**src/rtl/vga_pkg.sv**
```systemverilog
// Shared VGA timing defaults and coordinate type for the raster generator.
package vga_pkg;
   localparam int COORD_W      = 10;
   localparam int VGA_H_ACTIVE = 640;
   localparam int VGA_H_FP     = 16;
   localparam int VGA_H_SYNC   = 96;
   localparam int VGA_H_BP     = 48;
   localparam int VGA_V_ACTIVE = 480;
   localparam int VGA_V_FP     = 10;
   localparam int VGA_V_SYNC   = 2;
   localparam int VGA_V_BP     = 33;

   typedef logic [COORD_W-1:0] coord_t;
endpackage

```
**src/rtl/vga_axis_counter.sv**
```systemverilog
// One raster axis: wrapping position counter with registered active-low sync.
// 'active' reports the region of the count about to be loaded, so the parent can register it.
module vga_axis_counter
   import vga_pkg::*;
#(
   parameter int TOTAL      = 800,
   parameter int SYNC_START = 656,
   parameter int SYNC_LEN   = 96,
   parameter int ACTIVE     = 640
) (
   input  logic   clk,
   input  logic   rst_n,
   input  logic   en,
   output coord_t count,
   output logic   sync_n,
   output logic   active,
   output logic   wrap
);
   localparam coord_t LAST      = coord_t'(TOTAL - 1);
   localparam int     SYNC_END  = SYNC_START + SYNC_LEN;
   localparam logic   SYNC_N_RST = !(SYNC_START == 0 && SYNC_LEN > 0);

   coord_t count_q, count_d;
   logic   sync_n_q, sync_n_d;

   always_comb begin
      wrap    = en && (count_q == LAST);
      count_d = count_q;
      if (en) count_d = wrap ? '0 : count_q + 1'b1;
      // Decode from the next count so sync lands on the same edge as the position.
      sync_n_d = !((int'(count_d) >= SYNC_START) && (int'(count_d) < SYNC_END));
      active   = int'(count_d) < ACTIVE;
   end

   always_ff @(posedge clk or negedge rst_n) begin
      if (!rst_n) begin
         count_q  <= '0;
         sync_n_q <= SYNC_N_RST;
      end else begin
         count_q  <= count_d;
         sync_n_q <= sync_n_d;
      end
   end

   assign count  = count_q;
   assign sync_n = sync_n_q;
endmodule

```
**src/rtl/vga_timing_gen.sv**
```systemverilog
// 640x480@60 raster timing: DrawX/DrawY, hs/vs, blank and frame_done, all flop outputs.
// Optional VGA_FRAME_CNT_EN adds an 8-bit frame counter port.
module vga_timing_gen
   import vga_pkg::*;
#(
   parameter int H_ACTIVE = VGA_H_ACTIVE,
   parameter int H_FP     = VGA_H_FP,
   parameter int H_SYNC   = VGA_H_SYNC,
   parameter int H_BP     = VGA_H_BP,
   parameter int V_ACTIVE = VGA_V_ACTIVE,
   parameter int V_FP     = VGA_V_FP,
   parameter int V_SYNC   = VGA_V_SYNC,
   parameter int V_BP     = VGA_V_BP
) (
   input  logic       vga_clk,
   input  logic       reset_n,
   output coord_t     DrawX,
   output coord_t     DrawY,
   output logic       hs,
   output logic       vs,
   output logic       blank,
   output logic       frame_done
`ifdef VGA_FRAME_CNT_EN
   ,output logic [7:0] frame_cnt
`endif
);
   localparam int H_TOTAL = H_ACTIVE + H_FP + H_SYNC + H_BP;
   localparam int V_TOTAL = V_ACTIVE + V_FP + V_SYNC + V_BP;
   localparam coord_t V_LAST_ACTIVE = coord_t'(V_ACTIVE - 1);

   if (H_TOTAL > (1 << COORD_W) || V_TOTAL > (1 << COORD_W)) begin : g_bad_timing
      $error("vga_timing_gen: H_TOTAL/V_TOTAL exceed coordinate range");
   end

   coord_t h_count, v_count;
   logic   h_sync_n, v_sync_n, h_active, v_active, h_wrap, v_wrap;
   logic   blank_q, blank_d, frame_done_q, frame_done_d;

   vga_axis_counter #(
      .TOTAL(H_TOTAL), .SYNC_START(H_ACTIVE + H_FP), .SYNC_LEN(H_SYNC), .ACTIVE(H_ACTIVE)
   ) u_h (
      .clk(vga_clk), .rst_n(reset_n), .en(1'b1),
      .count(h_count), .sync_n(h_sync_n), .active(h_active), .wrap(h_wrap)
   );

   vga_axis_counter #(
      .TOTAL(V_TOTAL), .SYNC_START(V_ACTIVE + V_FP), .SYNC_LEN(V_SYNC), .ACTIVE(V_ACTIVE)
   ) u_v (
      .clk(vga_clk), .rst_n(reset_n), .en(h_wrap),
      .count(v_count), .sync_n(v_sync_n), .active(v_active), .wrap(v_wrap)
   );

   always_comb begin
      blank_d      = h_active && v_active;
      // Next position is (0, V_ACTIVE) when the last active line wraps horizontally.
      frame_done_d = h_wrap && (v_count == V_LAST_ACTIVE);
   end

   always_ff @(posedge vga_clk or negedge reset_n) begin
      if (!reset_n) begin
         blank_q      <= 1'b1;
         frame_done_q <= 1'b0;
      end else begin
         blank_q      <= blank_d;
         frame_done_q <= frame_done_d;
      end
   end

`ifdef VGA_FRAME_CNT_EN
   logic [7:0] frame_cnt_q, frame_cnt_d;

   always_comb begin
      frame_cnt_d = frame_cnt_q;
      if (frame_done_d) frame_cnt_d = frame_cnt_q + 8'd1;
   end

   always_ff @(posedge vga_clk or negedge reset_n) begin
      if (!reset_n) frame_cnt_q <= '0;
      else          frame_cnt_q <= frame_cnt_d;
   end

   assign frame_cnt = frame_cnt_q;
`endif

   assign DrawX      = h_count;
   assign DrawY      = v_count;
   assign hs         = h_sync_n;
   assign vs         = v_sync_n;
   assign blank      = blank_q;
   assign frame_done = frame_done_q;
endmodule

```
**config.mk**
```make
export PLATFORM = sky130hd
export DESIGN_NAME = vga_timing_gen
export DESIGN_NICKNAME = d
export VERILOG_FILES = /design/src/rtl/vga_pkg.sv /design/src/rtl/vga_axis_counter.sv /design/src/rtl/vga_timing_gen.sv
export SDC_FILE = /design/constraint.sdc
export NUM_CORES = 1
export LEC_CHECK = 0
export CORE_UTILIZATION = 51
export CTS_CLUSTER_DIAMETER = 50
export CTS_CLUSTER_SIZE = 20
export DETAILED_ROUTE_END_ITERATION = 16
export GPL_ROUTABILITY_DRIVEN = 1
export HOLD_SLACK_MARGIN = 0.08
export MAX_ROUTING_LAYER = met4
export PLACE_DENSITY = 0.79
export SYNTH_ARGS = -nofsm -noshare
export SYNTH_HDL_FRONTEND = slang
export SYNTH_SLANG_ARGS = --single-unit
```
**constraint.sdc**
```tcl
create_clock -name vga_clk -period 3.1 [get_ports vga_clk]
set_input_delay 0.465 -clock vga_clk [delete_from_list [all_inputs] [get_ports vga_clk]]
set_output_delay 0.465 -clock vga_clk [all_outputs]
set_load 0.02 [all_outputs]
```
==> metrics.yaml <==
status:
  status: "finished clean"
cts:
  cts_tree: "done"
  insertion_delay_ns: 0.32
  cts_setup_buffers: 0
  clkTransAtPathRegs_ns: 0.13
  holdBufCountCts: 0
  cts.path.max_buffers: 2
  cts.sinks: 24
  cts_made_buffers: 3
  ctsResizeCount: 0
  cts_root_buffer: "clkbuf_4"
  h-tree-depth: 1
detailed_routing:
  first_pass_iters: 4
  vias: 1116
  routed_wl_um: 2870
  antenna_left: 0
  wl_per_cell_um: 15.35
  viasPerCell: 5.968
  drt_iter0_markers: 26
  drc_errors: 0
synthesis:
  synth_top_cell_by_area: "dfrtp_1"
  synth_top_family_by_area: "simple AND/OR/NAND/NOR gates"
  synth_area_um2: 1349
  avgSynthCellArea_um2: 10.07
  ys_warn_count: 0
  yosys.area_share.adder: 0.02783
  synth_cell_types: 43
  synth_top_area_share: 0.3896
  yosysMostFrequentCell: "dfrtp_1"
  synthTopCellsByArea: "dfrtp_1 39%, dfstp_2 5.8%, xor2_1 3.2%"
  ys_seq_elements: 24
  ys_seq_area_frac: 0.4481
  synth_common_cells: "21 x dfrtp_1, 10 x inv_1, 8 x nor2_1"
  synth-edff-count: 0
  muxShareOfSynthArea: 0.01670
  async_flop_share: 1.000
  syn-num-nets: 139
  synth_flop_cell: "dfrtp_1"
  netlist_instances: 134
  synth_xor_area_frac: 0.05844
  synth_compound_area_frac: 0.1271
  synthSimpleGateAreaFrac: 0.2560
sta:
  finalSetupViolations: 0
  fin_worst_skew_ns: 0.008129
  fin_crit_ns: 2.346
  whs_ns: 0.5408
  slew_viol_final: 0
  tightest_slew_ns: 0.9662
  fin_setup_tns_ns: 0
  max_freq_mhz: 426.2
  grt_setup_unrepaired: "false"
  slew_headroom: 0.3538
  fin_crit_sh: 0.7569
  worst_slack_ns: 0.7536
  hold_viol: 0
global_routing:
  grt_pass1_wl_um: 4830
  busiest_layer: "met2"
  grt_max_degree: 24
  grt.met2_usage: 0.3854
  track_usage: 0.2436
  grt_pass1_vias: 1043
  overflow: 0
  grtUsageMet1: 0.3183
  met3_usage: 0.02874
  antenna_found_initial: 0
floorplanning:
  coreArea_um2: 2477
  num_rows: 18
  io_pins: 26
  initial_core_util: 0.5444
  die_y_um: 53.43
  fp.dieW_um: 53.43
  die_area_um2: 2854
placement:
  place_ws_ns: 0.8206
  placed_area_um2: 1593
  gp_congestion: 0.9430
  post-dp-hpwl_um: 2022
  portBuffers: 25
  dp_cells: 183
pwr:
  p_leak_nw: 0.7015
  p_per_area_nw_per_um2: 301.3
  irDropWorstVdd_v: 0.0002706
  total_power_mw: 0.4909
final_layout:
  instances_no_fill: 187
  stdcell_area_um2: 1629
  utilization: 0.6576
  diodes: 0
  drive_above_1_share: 0.1210
  nets: 163
  area_growth_pct: 20.78
  nFillCells: 202
critical_path:
  endpoint_kind: "register"
  critPathArrivalTime_ns: 2.59
  path_class: "reg -> reg"
  crit_fanout: 10
  reg2regPathDepth: 6
  start_kind: "register"
  worstPathRequired_ns: 3.34
run:
  maxCapViolations: 0
hold_path:
  min_path_cells: 1
  hold_class: "reg -> reg"
## kinds of logic (layout without fill, tap and decap cells)
logic type      count (synthesis)  count (layout)
simple gates                   56              56
flops                          24              24
mux                             2               2
buf+inv                        17              40
fa+ha+maj                       3               3
compound gates                 23              23
xor+xnor                        9               9
## final timing paths
check,endpoint,slack (ns),start
worst max-delay path,blank$_DFF_PN1_,0.75,u_h.count[0]$_DFF_PN0_
worst min-delay path,u_h.count[0]$_DFF_PN0_,0.54,u_h.count[0]$_DFF_PN0_
worst max register to register,blank$_DFF_PN1_,0.75,u_h.count[0]$_DFF_PN0_
worst min register to register,u_h.count[0]$_DFF_PN0_,0.54,u_h.count[0]$_DFF_PN0_
max in group asynchronous,blank$_DFF_PN1_,1.75,reset_n
min in group asynchronous,u_v.count[6]$_DFF_PN0_,0.66,reset_n
## critical path: stages, from the launching register on
cell and delay [ns]:
dfrtp_1 0.44, ha_1 0.28, nand3_2 0.23, or3_4 0.51, o31a_1 0.33, o211a_1 0.25, a211oi_2 0.23
## power by group
part | total (mW) | leakage, nW | internal (mW) | switching, mW
Clock | 0.170 | 0.0210 | 0.0719 | 0.0981
Combinational | 0.00765 | 0.370 | 0.00193 | 0.00572
Sequential | 0.313 | 0.311 | 0.313 | 0
Total | 0.491 | 0.701 | 0.387 | 0.104
## sequential cells by signal (all words and copies together), names as in the netlist
register,flops
blank,1
frame_done,1
u_h.count,10
u_h.sync_n,1
u_v.count,10
u_v.sync_n,1
## cells in the final DEF (no fill, tap or decap), types with 4 or more instances in the layout
cell type / netlist / layout
clkdlybuf4s50_1: 0 / 25
dfrtp_1: 21 / 21
inv_1: 10 / 10
nand2_1: 7 / 7
nand3_1: 5 / 5
nand4_1: 6 / 6
nor2_1: 8 / 8
nor4_1: 5 / 5
o21ai_0: 5 / 5
xnor2_1: 4 / 4
xor2_1: 5 / 5
## layer usage
metal,routed length [µm],part of all wire,vias to the layer above
li1,-,-,538
met5,0,0,-
met1,1311,0.46,544
met3,126,0.044,5
met4,40,0.014,0
met2,1393,0.49,29
## cell type report
type                            count  area, µm²  share of cell area
Inverter                           10      37.54             0.02304
Timing Repair Buffer               26      257.7              0.1582
Clock buffer                        4      36.28             0.02227
Tap cell                           30      37.54             0.02304
Sequential cell                    24      604.3              0.3710
Multi-Input combinational cell     93      655.6              0.4025
Power figures use the tool's default switching activity.
